$ cat config.mk
export PLATFORM = sky130hd
export DESIGN_NAME = uart_alu_host
export DESIGN_NICKNAME = d
export VERILOG_FILES = /design/src/rtl/uart_alu_host.sv
export SDC_FILE = /design/constraint.sdc
export NUM_CORES = 1
export LEC_CHECK = 0
export CORE_MARGIN = 10
export CORE_UTILIZATION = 51
export CTS_CLUSTER_DIAMETER = 150
export DETAILED_ROUTE_END_ITERATION = 8
export PLACE_DENSITY = 0.81
export SLEW_MARGIN = 10
export SYNTH_ARGS = -nofsm -noshare
export SYNTH_HDL_FRONTEND = slang
export SYNTH_SLANG_ARGS = --single-unit
$ cat constraint.sdc
create_clock -name i_clk -period 2.41 [get_ports i_clk]
set_input_delay 0.3615 -clock i_clk [delete_from_list [all_inputs] [get_ports i_clk]]
set_output_delay 0.3615 -clock i_clk [all_outputs]
set_load 0.03 [all_outputs]
$ cat src/rtl/uart_alu_host.sv
// Host-side initiator for the UART ALU command protocol.
// Accepts one command (A, B, opcode) over a valid/ready port, sends it as three bytes
// (A, B, OP) through an external uart_tx, then waits for one result byte from an external
// uart_rx and returns it with a one-cycle valid pulse, or pulses o_timeout if it never comes.
//
// Ports:
//   i_clk, i_rst_n        clock, asynchronous active-low reset
//   i_req_valid/o_req_ready, i_req_a/b/op   command request handshake and payload
//   o_tx_data, o_tx_start, i_tx_done        byte interface to uart_tx
//   i_rx_data, i_rx_done                    byte interface from uart_rx
//   o_result, o_result_valid                last result byte and its update pulse
//   o_timeout                               result wait expired (pulse)
//   o_busy                                  a command is in progress
module uart_alu_host #(
  parameter int unsigned N_DATA         = 8,
  parameter int unsigned NB_OPERATION   = 6,
  parameter int unsigned TIMEOUT_CYCLES = 2000000
) (
  input  logic                    i_clk,
  input  logic                    i_rst_n,
  input  logic                    i_req_valid,
  output logic                    o_req_ready,
  input  logic [N_DATA-1:0]       i_req_a,
  input  logic [N_DATA-1:0]       i_req_b,
  input  logic [NB_OPERATION-1:0] i_req_op,
  output logic [N_DATA-1:0]       o_tx_data,
  output logic                    o_tx_start,
  input  logic                    i_tx_done,
  input  logic [N_DATA-1:0]       i_rx_data,
  input  logic                    i_rx_done,
  output logic [N_DATA-1:0]       o_result,
  output logic                    o_result_valid,
  output logic                    o_timeout,
  output logic                    o_busy
);

  localparam int unsigned CntW = $clog2(TIMEOUT_CYCLES + 1);
  localparam logic [CntW-1:0] CntLast = CntW'(TIMEOUT_CYCLES - 1);

  typedef enum logic [2:0] {
    StIdle, StSendA, StWaitA, StSendB, StWaitB, StSendOp, StWaitOp, StWaitRes
  } state_e;

  state_e                  state_q, state_d;
  logic [N_DATA-1:0]       a_q, a_d;
  logic [N_DATA-1:0]       b_q, b_d;
  logic [NB_OPERATION-1:0] op_q, op_d;
  logic [CntW-1:0]         cnt_q, cnt_d;
  logic [N_DATA-1:0]       result_q, result_d;
  logic                    result_valid_q, result_valid_d;
  logic                    timeout_q, timeout_d;

  always_ff @(posedge i_clk or negedge i_rst_n) begin
    if (!i_rst_n) begin
      state_q        <= StIdle;
      a_q            <= '0;
      b_q            <= '0;
      op_q           <= '0;
      cnt_q          <= '0;
      result_q       <= '0;
      result_valid_q <= 1'b0;
      timeout_q      <= 1'b0;
    end else begin
      state_q        <= state_d;
      a_q            <= a_d;
      b_q            <= b_d;
      op_q           <= op_d;
      cnt_q          <= cnt_d;
      result_q       <= result_d;
      result_valid_q <= result_valid_d;
      timeout_q      <= timeout_d;
    end
  end

  always_comb begin
    state_d        = state_q;
    a_d            = a_q;
    b_d            = b_q;
    op_d           = op_q;
    cnt_d          = cnt_q;
    result_d       = result_q;
    result_valid_d = 1'b0;
    timeout_d      = 1'b0;
    unique case (state_q)
      StIdle: begin
        if (i_req_valid) begin
          a_d     = i_req_a;
          b_d     = i_req_b;
          op_d    = i_req_op;
          state_d = StSendA;
        end
      end
      StSendA:  state_d = StWaitA;
      StWaitA:  if (i_tx_done) state_d = StSendB;
      StSendB:  state_d = StWaitB;
      StWaitB:  if (i_tx_done) state_d = StSendOp;
      StSendOp: state_d = StWaitOp;
      StWaitOp: begin
        if (i_tx_done) begin
          state_d = StWaitRes;
          cnt_d   = '0;
        end
      end
      StWaitRes: begin
        cnt_d = cnt_q + CntW'(1);
        // A result arriving on the expiry cycle takes priority over the timeout.
        if (i_rx_done) begin
          result_d       = i_rx_data;
          result_valid_d = 1'b1;
          state_d        = StIdle;
        end else if (cnt_q == CntLast) begin
          timeout_d = 1'b1;
          state_d   = StIdle;
        end
      end
      default: state_d = StIdle;
    endcase
  end

  // Decoded from state so the start pulse drops the instant reset asserts.
  always_comb begin
    o_tx_start = 1'b0;
    o_tx_data  = '0;
    unique case (state_q)
      StSendA:  begin o_tx_start = 1'b1; o_tx_data = a_q; end
      StWaitA:  o_tx_data = a_q;
      StSendB:  begin o_tx_start = 1'b1; o_tx_data = b_q; end
      StWaitB:  o_tx_data = b_q;
      StSendOp: begin o_tx_start = 1'b1; o_tx_data = N_DATA'(op_q); end
      StWaitOp: o_tx_data = N_DATA'(op_q);
      default: ;
    endcase
  end

  assign o_req_ready    = (state_q == StIdle);
  assign o_busy         = (state_q != StIdle);
  assign o_result       = result_q;
  assign o_result_valid = result_valid_q;
  assign o_timeout      = timeout_q;

endmodule

==> metrics, run 1 <==
Yosys cell types=46; DRT iter0 DRCs=125; element type at the critical path end=primary output; CTS tree=done; Post-synth EDFFs=0; most frequent cell after synthesis=dfrtp_1; top cell type's share of synthesized area=0.511; vias in the first global route=2237; Antenna Nets Post-Route=0; worst hold path type=in -> async; Die Ht=93.4 um; final hold vios=0; synth warn=0; GRT Total Usage=0.157; Synth area leaders=dfrtp_1, mux2_2, o21ai_0, nand2_1, mux2i_1; final net count=346; max incr delay on CP=630 ps; count of hold-fix buffers inserted at cts=0; worst-path fanout max=8; ys flop type=dfrtp_1; leak pwr=1.55 nW; DIE AREA=0.00871 mm2; Worst Setup Start Kind=register; # diodes=0; total congestion overflow=0; residual DRC count=0; post-DP HPWL=4.89 mm; worst slack, placed=228 ps; mapped cell area=0.00274 mm2; initial antenna violation count=0; via count=2189; Critical Path RT=2050 ps; Post-Syn Instances=251; core area=0.00517 mm2; Power Dens Cells=1180 mW/mm2; Synth async-reset ratio=1.00; total negative slack=0 ps; commonest cells in the netlist=dfrtp_1, mux2_2, nand2_1; period utilisation layout=0.961; Port Buffer Count=55; maximum VDD drop=0.827 mV; Root Driver=clkbuf_8; row cnt=26; P&R area growth vs syn=27.6%; wire per inst=17.1 um; share of layout cells above drive strength 1=0.193; Achievable Freq=432 MHz; clk_skew=8.77 ps; initial core utilization=0.530; post-synthesis sequential area ratio=0.511; via/cell ratio=5.75; first-pass GRT wire length=11.2 mm; clock sink count=56; Synth Register Bits=56; htree depth=2; post-synth top area cell=dfrtp_1; Post-Route WL=6.52 mm; Final Slew Violations=0; cts repair resizes=7; Post-CTS Setup Bufs=0; Slowest-stage cell, CP=clkdlybuf4s50_1; relative slew slack=0.569; critical path type=reg -> out; RSZ-0062 raised after global routing=false; pin count of the biggest net entering global routing=31; run status=complete, no violations; maximum root-to-sink buffer count=2; worst setup margin=93.0 ps; IO Count=56; Post-Synthesis Mean Instance Area=10.9 um2; clk slew on worst S/H paths=100 ps; endpoints failing setup=0; Num CTS Buffers=5; Arr. time, crit path=1960 ps; max_cap viols=0; Tightest Pin Transition=646 ps; routability cong.=0.857; later-pin clock latency in the skew report=300 ps; CP cell instances=buf_4 > or3_1 > clkdlybuf4s50_1; Final min period=2320 ps; die width=93.4 um; Initial DRT Pass Iterations=4; syn_nets=287
==> state kept, by name, indices dropped and copies added, names as in the netlist <==
signal	count
o_result_valid	1
o_timeout	1
op_q	6
b_q	8
state_q	3
cnt_q	21
o_result	8
a_q	8
==> where the power goes <==
group	total [mW]	switching, mW	leakage (nW)	internal, mW
Sequential	1.59	0.295	0.713	1.29
Clock	0.527	0.297	0.0510	0.230
Combinational	2.00	1.10	0.788	0.898
Total	4.12	1.69	1.55	2.42
==> final timing paths <==
path / to / start / slack, ps / depth (start not counted)
max in group asynchronous: state_q[1]$_DFFE_PN0P_ / i_rst_n / 1760 / 2
min reg2reg: o_result[4]$_DFFE_PN0P_ / o_result[4]$_DFFE_PN0P_ / 510 / 1
min in group i_clk: o_result[4]$_DFFE_PN0P_ / o_result[4]$_DFFE_PN0P_ / 510 / 1
max reg2reg: cnt_q[20]$_DFFE_PN0P_ / cnt_q[0]$_DFFE_PN0P_ / 360 / 5
max: o_busy / state_q[1]$_DFFE_PN0P_ / 90 / 3
min: cnt_q[20]$_DFFE_PN0P_ / i_rst_n / 70 / 1
==> cell type report <==
type / count / area [um2]
Fill cell: 405 / 1670
Clock buffer: 6 / 82.6
Multi-Input combinational cell: 177 / 1270
Timing Repair Buffer: 66 / 637
Inverter: 4 / 15.0
Tap cell: 70 / 87.6
Clock inverter: 2 / 10.0
Sequential cell: 56 / 1400
==> worst max-delay path: cells and delay by family, from the launching register on <==
kind | cells | cell delay, ps
buffers and inverters | 2 | 830
AND/OR/NAND/NOR | 1 | 370
flip-flops | 1 | 460
==> layer usage <==
| layer | track usage | vias up | wire (um) | share of wire |
|---|---|---|---|---|
| li1 | - | 1050 | - | - |
| met5 | 0 | - | 0 | 0 |
| met4 | 0.0347 | 0 | 23 | 0.0035 |
| met3 | 0.0624 | 2 | 506 | 0.078 |
| met1 | 0.187 | 1076 | 2750 | 0.42 |
| met2 | 0.260 | 61 | 3240 | 0.50 |
==> through the flow <==
step           hold WS [ps]  cells   util  total power [mW]  area, um2
6_report               68.3    381  0.677              4.12       3500
3_3_place_gp            418    373  0.660              3.63       3410
4_1_cts                80.1    381  0.676              4.16       3500
5_1_grt                 114    381  0.677              4.39       3500
2_1_floorplan          65.9    251      -              2.86       2740
3_5_place_dp            420    373  0.660              3.70       3410
==> cells by family (layout without fill, tap and decap cells) <==
family | after synthesis | count (layout) | synth area share
simple gates | 73 | 73 | 0.150
compound gates | 62 | 62 | 0.143
xor+xnor | 1 | 1 | 0.00319
fa+ha+maj | 1 | 1 | 0.00456
flops | 56 | 56 | 0.511
mux | 40 | 40 | 0.161
buf+inv | 18 | 78 | 0.0274
==> cells in the final DEF, fill, tap and decap left out, types with 2 or more instances in the layout <==
cell	n
clkinv_2	2
a21oi_1	11
dlymetal6s2s_1	2
nand3_1	11
nor3_1	2
and3_1	4
o21ai_0	19
a22oi_1	2
mux2i_1	8
or3_1	2
buf_4	10
dfrtp_1	56
or4_1	3
nand4_1	4
o211ai_1	4
a31oi_1	9
nor2_1	9
nand2_1	22
o2bb2ai_1	6
nor4b_1	2
dlygate4sd2_1	7
a211o_1	2
inv_1	4
nor4_1	3
clkbuf_8	6
clkdlybuf4s50_1	45
mux2_2	32
or4_4	2
No activity file was read; power rests on OpenSTA's default activity.
==> run 2: changes to the inputs <==
--- a/config.mk
+++ b/config.mk
@@ -10,6 +10,7 @@
 export CTS_CLUSTER_DIAMETER = 150
 export DETAILED_ROUTE_END_ITERATION = 8
 export PLACE_DENSITY = 0.81
+export SKIP_LAST_GASP = 1
 export SLEW_MARGIN = 10
 export SYNTH_ARGS = -nofsm -noshare
 export SYNTH_HDL_FRONTEND = slang
==> results of run 2 <==
Same layout as run 1: the final DEF is identical, and so are final timing and power.
==> run 3: changes to the inputs <==
--- a/config.mk
+++ b/config.mk
@@ -9,7 +9,7 @@
 export CORE_UTILIZATION = 51
 export CTS_CLUSTER_DIAMETER = 150
 export DETAILED_ROUTE_END_ITERATION = 8
-export PLACE_DENSITY = 0.81
+export PLACE_DENSITY = 0.79
 export SKIP_LAST_GASP = 1
 export SLEW_MARGIN = 10
 export SYNTH_ARGS = -nofsm -noshare
==> run 3 against run 2 <==
Compared with the run above:
- critical path depth unchanged
- clock power up 21%
- global-route usage is 0.45 points lower
- critical endpoint unchanged
- maximum frequency fell by 0.66%
- highest routed layer unchanged
==> metrics, run 3 (same netlist as run 1, synthesis figures left out) <==
initial antenna violation count=0 (unchanged); CP Capture Point=o_busy; leak pwr=1.54 nW (-0.51%); slack of the worst reg-to-reg path=250 ps (-110 ps); period utilisation layout=0.968 (+0.00642); Die Ht=93.4 um (unchanged); routability cong.=0.864 (+0.71%); DIE AREA=0.00871 mm2 (unchanged); crit path launch=state_q[1]$_DFFE_PN0P_; relative slew slack=0.234 (-0.335); Achievable Freq=429 MHz (-0.66%); P&R area growth vs syn=28.6%; Critical Path RT=2050 ps (about the same); Final Non-Filler Cells=382 (+0.26%); total congestion overflow=0 (unchanged); via count=2195 (+0.27%); critical path type=reg -> out; Initial DRT Pass Iterations=4 (unchanged); final core utilization=0.682 (+0.00556); first-pass GRT wire length=10.9 mm (-2.7%); later-pin clock latency in the skew report=320 ps (+20 ps); die width=93.4 um (unchanged); Port Buffer Count=55 (unchanged); clock sink count=56 (unchanged); wire per inst=17.0 um (-0.93%); initial core utilization=0.530 (unchanged); max_cap viols=0 (unchanged); endpoints failing setup=0 (unchanged); Tightest Pin Transition=1140 ps (+498 ps); worst hold path type=in -> async; # diodes=0 (unchanged); dpl cell area=0.00341 mm2 (-0.15%); Num CTS Buffers=5 (unchanged); total negative slack=0 ps (unchanged); Antenna Nets Post-Route=0 (unchanged); share of layout cells above drive strength 1=0.202 (+0.00900); met1 wire length=2.64 mm (-3.9%); element type at the critical path end=primary output; clk slew on worst S/H paths=110 ps (about the same); Worst Setup Start Kind=register; core area=0.00517 mm2 (unchanged); via/cell ratio=5.75 (about the same); residual DRC count=0 (unchanged); maximum root-to-sink buffer count=2 (unchanged); worst-path fanout max=10 (+2); Biggest register=cnt_q; post-DP HPWL=4.75 mm (-2.9%); most frequent cells in the layout=dfrtp_1, clkdlybuf4s50_1, mux2_2; Final Slew Violations=0 (unchanged); DP Cell Count=374 (+0.27%); top sig layer=met4; most common cell after layout, fill and taps aside=dfrtp_1; Final min period=2330 ps (+15.5 ps); RSZ-0062 raised after global routing=false; CTS tree=done; Reg-to-Reg End=b_q[5]$_DFFE_PN0P_; GRT Total Usage=0.152 (-0.00449); maximum VDD drop=0.840 mV (+1.5%); clk_skew=12.9 ps (+4.14 ps); Critical R2R Launch=state_q[1]$_DFFE_PN0P_; Power Dens Cells=1200 mW/mm2 (+1.7%); Arr. time, crit path=1970 ps (about the same); IO Count=56 (unchanged); row cnt=26 (unchanged); final hold vios=0 (unchanged); htree depth=2 (unchanged); DRT iter0 DRCs=123 (-1.6%); Met3 Wirelength=671 um (+33%); Root Driver=clkbuf_8; count of hold-fix buffers inserted at cts=0 (unchanged); final net count=347 (+0.29%); power consumption=4.22 mW (+2.5%); final instance area=0.00353 mm2 (+0.82%); vias in the first global route=2272 (+1.6%); pin count of the biggest net entering global routing=26 (-16%); worst r2r path cells=6 (+1); met2 wire length=3.10 mm (-4.6%); run status=complete, no violations; Post-Route WL=6.48 mm (-0.67%); max reg flops=21 (unchanged)
run 3: where the power goes:
group	internal, mW	total [mW]	switching, mW
Combinational	0.894	1.97	1.08
Sequential	1.30	1.61	0.314
Clock	0.314	0.640	0.326
run 3: what timing repair did:
action	CTS	global route
buffers inserted	0	0
setup endpoints to repair	9	8
gates cloned	0	0
gates resized for setup	10	7
run 3: through the flow:
| stage | worst slack [ps] | hold slack (ps) |
|---|---|---|
| 6_report | 77.6 | 22.6 |
| 3_5_place_dp | 82.9 | 393 |
| 2_1_floorplan | 190 | 65.9 |
| 5_1_grt | 4.89 | 54.6 |
| 3_3_place_gp | 104 | 392 |
| 4_1_cts | 35.1 | 45.0 |
run 3: worst min path at each step:
stage / to / cells past startpoint / slack, ps / from
finish: cnt_q[5]$_DFFE_PN0P_ / 1 / 20 / i_rst_n
global route: cnt_q[6]$_DFFE_PN0P_ / 1 / 50 / i_rst_n
CTS: cnt_q[7]$_DFFE_PN0P_ / 1 / 50 / i_rst_n
detailed placement: b_q[7]$_DFFE_PN0P_ / 1 / 390 / i_rst_n
global placement: b_q[7]$_DFFE_PN0P_ / 1 / 390 / i_rst_n
floorplan: a_q[0]$_DFFE_PN0P_ / 0 / 70 / i_rst_n
run 3: worst max-delay path: stages (launching register included):
cell and delay, ps:
dfrtp_2 480, buf_4 170, or3_1 390, clkdlybuf4s50_1 620
run 3: layout make-up:
| type | count | area [um2] |
|---|---|---|
| Fill cell | 396 | 1640 |
| Sequential cell | 56 | 1400 |
| Multi-Input combinational cell | 177 | 1270 |
| Timing Repair Buffer | 67 | 633 |
| Tap cell | 70 | 87.6 |
| Clock buffer | 5 | 68.8 |
| Clock inverter | 3 | 47.5 |
| Inverter | 4 | 15.0 |
run 3: per-layer routing:
layer	track usage	vias to the layer above
li1	-	1052
met1	0.173	1075
met2	0.246	62
met3	0.0775	6
met4	0.0450	0
met5	0	-
